[src/rtl/sig_tx_pkg.sv]
// Shared types and helpers for the signature/halt UART streamer.
// SIGTX_CRLF_EN selects a CR+LF line ending instead of LF only.
package sig_tx_pkg;

  localparam logic [1:0] WR_WORD = 2'b11;

  typedef enum logic [2:0] {
    ST_IDLE = 3'd0,
    ST_LOAD = 3'd1,
    ST_HEX  = 3'd2,
    ST_CR   = 3'd3,
    ST_NL   = 3'd4
  } fmt_state_e;

`ifdef SIGTX_CRLF_EN
  localparam int unsigned CHARS_PER_WORD = 32'd10;
`else
  localparam int unsigned CHARS_PER_WORD = 32'd9;
`endif

  // 0x57 is 'a' minus ten, so nibbles 10..15 land on 'a'..'f'
  function automatic logic [7:0] hex2ascii(input logic [3:0] nib);
    logic [7:0] chr;
    if (nib < 4'd10) begin
      chr = 8'h30 + {4'h0, nib};
    end else begin
      chr = 8'h57 + {4'h0, nib};
    end
    return chr;
  endfunction

endpackage

[src/rtl/sig_uart_tx_uart_tx_byte.sv]
// 8N1 byte serializer with a valid/ready input handshake.
// Ready is raised on the final cycle of the stop bit, so characters can run back-to-back with no idle time.
module uart_tx_byte #(
  parameter int unsigned CLKS_PER_BIT = 32'd868
) (
  input  logic       clk,
  input  logic       rst,
  input  logic       i_valid,
  output logic       o_ready,
  input  logic [7:0] i_data,
  output logic       o_tx,
  output logic       o_busy
);

  localparam int unsigned BW = (CLKS_PER_BIT > 32'd1) ? $clog2(CLKS_PER_BIT) : 32'd1;
  localparam logic [BW-1:0] BAUD_LAST = BW'(CLKS_PER_BIT - 32'd1);

  logic [BW-1:0] baud_r;
  logic [3:0]    bit_cnt_r;
  logic [7:0]    data_r;
  logic          busy_r;
  logic          tx_r;
  logic          last_s;
  logic          accept_s;

  assign last_s   = busy_r & (bit_cnt_r == 4'd9) & (baud_r == BAUD_LAST);
  assign o_ready  = ~busy_r | last_s;
  assign accept_s = i_valid & o_ready;
  assign o_tx     = tx_r;
  assign o_busy   = busy_r;

  // Bit timing: start, eight data bits shifted out LSB first, stop.
  always_ff @(posedge clk) begin
    if (!rst) begin
      baud_r    <= '0;
      bit_cnt_r <= 4'd0;
      data_r    <= 8'h00;
      busy_r    <= 1'b0;
      tx_r      <= 1'b1;
    end else if (accept_s) begin
      baud_r    <= '0;
      bit_cnt_r <= 4'd0;
      data_r    <= i_data;
      busy_r    <= 1'b1;
      tx_r      <= 1'b0;
    end else if (busy_r) begin
      if (baud_r == BAUD_LAST) begin
        baud_r <= '0;
        if (bit_cnt_r == 4'd9) begin
          busy_r <= 1'b0;
          tx_r   <= 1'b1;
        end else begin
          // ones shift in behind the data so the ninth bit emitted is the stop bit
          bit_cnt_r <= bit_cnt_r + 4'd1;
          tx_r      <= data_r[0];
          data_r    <= {1'b1, data_r[7:1]};
        end
      end else begin
        baud_r <= baud_r + BW'(1);
      end
    end else begin
      tx_r <= 1'b1;
    end
  end

endmodule

[src/rtl/sig_uart_tx.sv]
// Signature/halt MMIO responder: buffers word stores and streams them as hex text lines on a UART pin.
// Define SIGTX_CRLF_EN to end each line with CR+LF instead of LF.
module sig_uart_tx
  import sig_tx_pkg::*;
#(
  parameter logic [31:0] SIG_ADDR     = 32'h8E000000,
  parameter logic [31:0] HALT_ADDR    = 32'h8F000000,
  parameter int unsigned FIFO_DEPTH   = 32'd16,
  parameter int unsigned CLKS_PER_BIT = 32'd868
) (
  input  logic        clk,
  input  logic        rst,
  input  logic [31:0] i_dmem_addr,
  input  logic [31:0] i_dmem_wdata,
  input  logic [1:0]  i_dmem_wr_type,
  output logic        o_uart_tx,
  output logic        o_busy,
  output logic        o_overflow,
  output logic        o_halt_done
);

  localparam int unsigned AW = $clog2(FIFO_DEPTH);
  localparam logic [AW:0] FULL_CNT = (AW + 1)'(FIFO_DEPTH);

  logic [31:0]   mem_r [FIFO_DEPTH];
  logic [AW-1:0] wr_ptr_r;
  logic [AW-1:0] rd_ptr_r;
  logic [AW:0]   count_r;
  fmt_state_e    state_r;
  fmt_state_e    state_nxt_s;
  logic [31:0]   word_r;
  logic [2:0]    idx_r;
  logic          halt_pending_r;
  logic          overflow_r;
  logic          halt_done_r;
  logic          sig_hit_s;
  logic          halt_hit_s;
  logic          push_s;
  logic          pop_s;
  logic          byte_valid_s;
  logic [7:0]    byte_data_s;
  logic          ser_ready_s;
  logic          ser_busy_s;
  logic          accept_s;

  assign sig_hit_s  = (i_dmem_wr_type == WR_WORD) & (i_dmem_addr == SIG_ADDR) & ~halt_pending_r;
  assign halt_hit_s = (i_dmem_wr_type == WR_WORD) & (i_dmem_addr == HALT_ADDR);
  assign push_s     = sig_hit_s & (count_r != FULL_CNT);
  assign pop_s      = (state_r == ST_LOAD);
  assign accept_s   = byte_valid_s & ser_ready_s;

  assign o_busy      = (count_r != '0) | (state_r != ST_IDLE) | ser_busy_s;
  assign o_overflow  = overflow_r;
  assign o_halt_done = halt_done_r;

  // FIFO storage; contents need no reset because count_r gates every read.
  always_ff @(posedge clk) begin
    if (push_s) begin
      mem_r[wr_ptr_r] <= i_dmem_wdata;
    end
  end

  // FIFO pointers and occupancy.
  always_ff @(posedge clk) begin
    if (!rst) begin
      wr_ptr_r <= '0;
      rd_ptr_r <= '0;
      count_r  <= '0;
    end else begin
      if (push_s) begin
        wr_ptr_r <= wr_ptr_r + AW'(1);
      end
      if (pop_s) begin
        rd_ptr_r <= rd_ptr_r + AW'(1);
      end
      if (push_s && !pop_s) begin
        count_r <= count_r + (AW + 1)'(1);
      end else if (pop_s && !push_s) begin
        count_r <= count_r - (AW + 1)'(1);
      end
    end
  end

  // Formatter state register and the word being printed.
  always_ff @(posedge clk) begin
    if (!rst) begin
      state_r <= ST_IDLE;
      word_r  <= 32'h0;
      idx_r   <= 3'd0;
    end else begin
      state_r <= state_nxt_s;
      if (pop_s) begin
        word_r <= mem_r[rd_ptr_r];
        idx_r  <= 3'd7;
      end else if ((state_r == ST_HEX) && accept_s) begin
        word_r <= {word_r[27:0], 4'h0};
        idx_r  <= idx_r - 3'd1;
      end
    end
  end

  // Formatter next state and byte offered to the serializer.
  always_comb begin
    state_nxt_s  = state_r;
    byte_valid_s = 1'b0;
    byte_data_s  = 8'h0A;
    case (state_r)
      ST_IDLE: begin
        if (count_r != '0) begin
          state_nxt_s = ST_LOAD;
        end else begin
          state_nxt_s = ST_IDLE;
        end
      end
      ST_LOAD: begin
        state_nxt_s = ST_HEX;
      end
      ST_HEX: begin
        byte_valid_s = 1'b1;
        byte_data_s  = hex2ascii(word_r[31:28]);
        if (accept_s && (idx_r == 3'd0)) begin
`ifdef SIGTX_CRLF_EN
          state_nxt_s = ST_CR;
`else
          state_nxt_s = ST_NL;
`endif
        end else begin
          state_nxt_s = ST_HEX;
        end
      end
      ST_CR: begin
        byte_valid_s = 1'b1;
        byte_data_s  = 8'h0D;
        if (accept_s) begin
          state_nxt_s = ST_NL;
        end else begin
          state_nxt_s = ST_CR;
        end
      end
      ST_NL: begin
        byte_valid_s = 1'b1;
        byte_data_s  = 8'h0A;
        if (accept_s) begin
          state_nxt_s = ST_IDLE;
        end else begin
          state_nxt_s = ST_NL;
        end
      end
      default: begin
        state_nxt_s = ST_IDLE;
      end
    endcase
  end

  // Sticky flags; stores that arrive after a halt request are ignored and never count as overflow.
  always_ff @(posedge clk) begin
    if (!rst) begin
      halt_pending_r <= 1'b0;
      overflow_r     <= 1'b0;
      halt_done_r    <= 1'b0;
    end else begin
      if (halt_hit_s) begin
        halt_pending_r <= 1'b1;
      end
      if (sig_hit_s && (count_r == FULL_CNT)) begin
        overflow_r <= 1'b1;
      end
      if (halt_pending_r && (count_r == '0) && (state_r == ST_IDLE) && !ser_busy_s) begin
        halt_done_r <= 1'b1;
      end
    end
  end

  uart_tx_byte #(
    .CLKS_PER_BIT(CLKS_PER_BIT)
  ) u_ser (
    .clk    (clk),
    .rst    (rst),
    .i_valid(byte_valid_s),
    .o_ready(ser_ready_s),
    .i_data (byte_data_s),
    .o_tx   (o_uart_tx),
    .o_busy (ser_busy_s)
  );

endmodule

[config.mk]
export PLATFORM = sky130hd
export DESIGN_NAME = sig_uart_tx
export DESIGN_NICKNAME = d
export VERILOG_FILES = /design/src/rtl/sig_tx_pkg.sv /design/src/rtl/sig_uart_tx_uart_tx_byte.sv /design/src/rtl/sig_uart_tx.sv
export SDC_FILE = /design/constraint.sdc
export NUM_CORES = 1
export LEC_CHECK = 0
export BUFFER_PORTS_ARGS = -buffer_cell sky130_fd_sc_hd__buf_2
export CAP_MARGIN = 10
export CORE_MARGIN = 5
export CORE_UTILIZATION = 25
export DETAILED_ROUTE_END_ITERATION = 16
export PLACE_DENSITY_LB_ADDON = 0.08
export SLEW_MARGIN = 20
export SYNTH_ARGS = -nofsm -noshare
export SYNTH_HDL_FRONTEND = slang
export SYNTH_SLANG_ARGS = --single-unit
[constraint.sdc]
create_clock -name clk -period 5.1 [get_ports clk]
set_input_delay 0.51 -clock clk [delete_from_list [all_inputs] [get_ports clk]]
set_output_delay 0.51 -clock clk [all_outputs]
set_load 0.03 [all_outputs]
# Word-level counts from Yosys, hierarchy flattened
# Memories as Yosys holds them, arrays and structs flattened. A register that Yosys moved wholly into a read port is not among the register bits.
# Index checks and enable logic that the tools add are counted.
# totals
ff_bits	78
latch_bits	0
ramBits	512
rom_bits	0
inputBits	68
out_inout_bits	4
word_cells	107
mem_count	1
# op_classes
add_sub_neg	9
mul	0
div	0
n_lt_le_gt_ge	1
n_eq_ne	13
shifts	0
n_mux	31
bitwise_logic	14
n_reduce_logical	24
# memory_table
memory	words	width	read_ports	rd_ports_with_merged_regs	write_ports	line	rtl
mem_r	16	32	1	1	1	sig_uart_tx.sv:25	logic [31:0] mem_r [FIFO_DEPTH];
# ops
cell	count
equality test 32 bit (second input constant)	2
two-way mux 32 bit	2
two-way mux 8 bit	5
case mux 8 bit (2 select lines)	1
two-way mux 3 bit	5
case mux 3 bit (5 select lines)	1
adder 4 x 1 -> 4 bit (second input constant)	3
two-way mux 1 bit	12
adder 10 x 1 -> 10 bit (second input constant)	1
equality test 10 bit (second input constant)	1
two-way mux 10 bit	1
two-way mux 5 bit	2
adder 7 x 4 -> 8 bit (first input constant)	1
logical AND 1 bit	8
two-way mux 4 bit	2
nonzero test 2 bit	4
adder 6 x 4 -> 7 bit (first input constant)	1
AND 1 bit	7
equality test 3 x 2 -> 1 bit (second input constant)	2
zero test 3 bit	2
AND reduction 3 bit	2
adder 5 x 1 -> 5 bit (second input constant)	1
equality test 5 bit (second input constant)	1
zero test 5 bit	1
17 further kinds	24

# Depth between registers and ports, before layout
# depth
ltp_word	8
depth_mapped	12
mapped_depth_nobuf	12

# Cells and area by module
# A second synthesis with hierarchy kept.
# hier_totals
hier_cells	1239
hier_area_um2	23177.2
# modules_own_cells
mod	instances	cells_each	area_per_inst_um2
sig_uart_tx	1	1096	21934.8
uart_tx_byte	1	143	1242.4

# Worst setup path before layout
# No wires, ideal clock.
# synth_path
path_type	in2reg
startpoint	in i_dmem_addr[9]
endpoint	mem mem_r[0][0], enable pin
arrival_ns	3.617
required_time_ns	4.639
path_slack_ns	1.021
cell_stages	6
n_path_buf	0
cell_sequence	nor4b_1 -> and4_1 -> nand4_1 -> clkinv_1 -> nand2_1 -> nor3_1
# synth_via
elab_chain_len	6
# synth_rtl
element	line	rtl
start: declaration	sig_uart_tx.sv:13	input logic [31:0] i_dmem_addr,
equality test 32 bit	sig_uart_tx.sv:46	assign sig_hit_s = (i_dmem_wr_type == WR_WORD) & (i_dmem_addr == SIG_ADDR) & ~halt_pending_r;
AND 1 bit (2 in series)	sig_uart_tx.sv:46	
AND 1 bit	sig_uart_tx.sv:48	assign push_s = sig_hit_s & (count_r != FULL_CNT);
named net push_s	sig_uart_tx.sv:38	logic push_s;
two-way mux 1 bit	sig_uart_tx.sv:58	if (push_s) begin
two-way mux 1 bit (implied by the code)	sig_uart_tx.sv:59	mem_r[wr_ptr_r] <= i_dmem_wdata;
end: declaration	sig_uart_tx.sv:25	
# The timed path passes the listed nets, and every way through them passes these cells.

# Worst setup path in the final report
# layout_path
startpoint	reg count_r[0]
endpoint	reg count_r[4]
# layout_via
elab_chain_len	5
# layout_rtl
element	line	rtl
start: declaration	sig_uart_tx.sv:28	logic [AW:0] count_r;
start signal: assignment	sig_uart_tx.sv:77	count_r <= count_r + (AW + 1)'(1);
start signal: assignment	sig_uart_tx.sv:79	count_r <= count_r - (AW + 1)'(1);
inequality test 5 bit *	sig_uart_tx.sv:48	
AND 1 bit *	sig_uart_tx.sv:48	
named net push_s	sig_uart_tx.sv:38	
zero test 1 bit	sig_uart_tx.sv:78	end else if (pop_s && !push_s) begin
logical AND 1 bit	sig_uart_tx.sv:78	
nonzero test 2 bit (no line)	n/a	
# The timed path passes the listed nets; every way through them passes the cells marked *. The select of a mux whose other input is x is not followed.
# A chain may end at the register's enable or synchronous reset.

==> impl_results.md <==
* Switch Pwr at 3.213 mW
* Post-route clock period utilization at 65.73%
* First-pass GRT wire length at 99.37 mm
* DRT Pass-1 Iters at 5
* Netlist Area Pre-Place at 23300 um2
* # rows at roughly 110
* Clock Path Buffers at 3
* Layout cells sized above 1 at 24.43%
* Status: complete, no violations
* Yosys reg bits at 594
* Final GP Congestion at 0.7096
* Total CTS buffers at 74
* Post-DP HPWL at around 43 mm
* Vias per inst at 4.558
* Initial antenna violation count at 4
* Clock slew at reported path FFs at 0.05 ns
* Clock Skews at 0.02411 ns
* Post-Place Worst Slack at 1.623 ns
* Total power at between 10 and 15 mW
* Antenna-violating nets left at 0
* Post-synth cell types at 67
* Top Ports at 72
* Arrival @ worst endpoint at 3.88 ns
* Core area at 92910 um2
* Largest net degree at the start of global routing at 45
* Min-Delay Path Class: in2reg
* Worst skew pair latency at 0.62 ns
* Synth Instances at 1345
* Most common cell in the netlist: edfxtp_1
* Async SR Flop Fraction at 0%
* Wire per inst at 24.78 um
* Fin. Hold Viols at 0
* Startpoint types: flop
* Critical path data required time at about 5.6 ns
* Setup Viol. Count Final at 0
* Number of hold buffers added after CTS at 0
* Routed wire length at 68.91 mm
* Register area share after synthesis at 73.04%
* Fin nets at approximately 1600
* Seq pwr share at 45.0%
* Pint at a little over 9 mW
* Top cells by count, synth: edfxtp_1 (512), mux4_2 (94), dfxtp_1 (82)
* Post-CTS resize count at 0
* Syn Area/Cell at 17.32 um2
* RSZ-0062 raised after global routing: no
* DR iter-0 viols at 913
* Die Height at 315.3 um
* Sw Ratio at 25.83%
* Maximum clock frequency at 298.3 MHz
* Yosys top cell by area: edfxtp_1
* Slew Viols, Final at 0
* CTS tree: done
* Synthesis Warnings at 0
* Crit path kind: reg2reg
* Vias in the first global route at between 10000 and 15000
* GRT Total Usage at between 10 and 15%
* Number of H-tree levels at 3
* Post-synth net total at 1429
* Post-synth EDFFs at 512
* Combinational share of power at 12.6%
* Final critical-path required period at around 3.4 ns
* Top cells by area, synth: edfxtp_1 (66%), mux4_2 (9.1%), dfxtp_1 (7.0%)
* FILL cells at 9172
* Synth top area share at between 60% and 70%
* Ant diodes at 0
* Die Wd at 315.3 um
* Vias at roughly 13000
* Clock root cell: clkbuf_16
* Residual DRC at 0
* Setup Fix Bufs, Post-CTS at 0
* Worst-case headroom to the max-slew limit at approximately a quarter
* Total global routing overflow at 0
* CP Capture Type: flop
* Main synth FF type: edfxtp_1
* PwrDens at approximately 450 nW/um2
* Initial core utilization at between 20% and 30%
* Worst Path Max Fanout at 9
* Port buffer count at 71
* Final Worst Setup Slack at roughly 1.7 ns
* Worst-margin pin slew at 1.149 ns
* Max-cap violation count at 0
* Die area at between 90000 and 100000 um2
* Peak supply drop at ~0.22 mV
* Leakage Power at 8.601 nW
* CTS sink count at between 500 and 600
* Area grow syn2layout at 19.57%
* Clk pwr share at 42.4%
* Setup tns final at 0 ns
## critical path, cell delays in order, from the launching register on
cell and delay [ns]:
dfxtp_1 0.36, nor4_1 0.46, a21boi_0 0.24, nand4_1 0.23, clkinv_1 0.33, ha_1 0.34
inv_1 0.15, ha_1 0.29, a21o_1 0.19, a21oi_1 0.17, xnor2_1 0.09, or3_1 0.30
a21oi_1 0.13
## sequential cells by signal, summed over array words and instances, names as in the netlist, 3 cells and up, named ones only
signal and count:
count_r 5, idx_r 3, mem_r 512, rd_ptr_r 4
state_r 3, u_ser.baud_r 10, u_ser.bit_cnt_r 4, u_ser.data_r 8
word_r 32, wr_ptr_r 4
## cell type report
type                    count  area, um2  share of cell area [%]
clock buffers              98       2003                   7.190
clock inverters            39      424.2                   1.523
inverters                  17      63.81                  0.2290
multi-input cells         661       6001                   21.54
flip-flops and latches    594      17030                   61.12
well taps                1254       1569                   5.632
repair buffers            118      770.7                   2.767
## logic make-up after synthesis
| logic type | Yosys count | share of synthesized area, % |
|---|---|---|
| adders and majority gates | 16 | 0.8915 |
| xor gates and xnor gates | 20 | 0.7518 |
| and+or+nand+nor | 269 | 5.800 |
| buffers and inverters | 90 | 1.708 |
| DFF | 594 | 73.04 |
| AOI/OAI and AO/OA | 206 | 6.187 |
| muxes | 150 | 11.63 |
## power by group through the flow
stage	clock network [mW]	registers (mW)	logic (mW)
after global placement	0	5.70	1.62
final	5.27	5.59	1.57
after detailed placement	0	5.70	1.62
after floorplan	0	5.56	1.10
after CTS	5.46	5.60	1.62
after global routing	5.65	5.62	1.73
## worst paths after layout
kind	endpoint	slack [ns]	start	cells past startpoint
max	count_r[4]	1.75	count_r[0]	12
max reg2reg	count_r[4]	1.75	count_r[0]	12
min reg2reg	u_ser.data_r[0]	0.48	u_ser.data_r[1]	2
min	halt_pending_r	0.18	i_dmem_addr[24]	3
## through the flow
stage	util, %	hold slack [ns]	instances	instance area, um2
floorplan	-	0.4450	1345	23300
global placement	27.37	0.4599	2644	25430
detailed placement	27.37	0.4717	2644	25430
CTS	29.99	0.1421	2781	27860
global route	29.99	0.1952	2781	27860
finish	29.99	0.1789	2781	27860
## routing by layer
| metal | GRT usage, % | up-vias | part of all wire (%) |
|---|---|---|---|
| li1 | - | 5666 | - |
| met1 | 19.02 | 6688 | 46 |
| met2 | 22.98 | 231 | 49 |
| met3 | 2.248 | 92 | 3.6 |
| met4 | 3.375 | 0 | 2.0 |
| met5 | 0 | - | 0 |
## placed cells by master (no fill, tap or decap), drive strengths merged, types with 14 or more instances in the layout
cell type / count
a22oi: 29
and3: 17
xnor2: 14
mux2: 25
nor3: 31
clkbuf: 98
edfxtp: 512
mux4: 94
o21ai: 31
nor2: 75
o22ai: 14
mux2i: 31
nor2b: 19
inv: 20
dfxtp: 82
ha: 15
clkinv: 27
a21oi: 32
buf: 118
a211oi: 21
nand2: 59
Note: power is estimated with default switching activity, not from simulation.
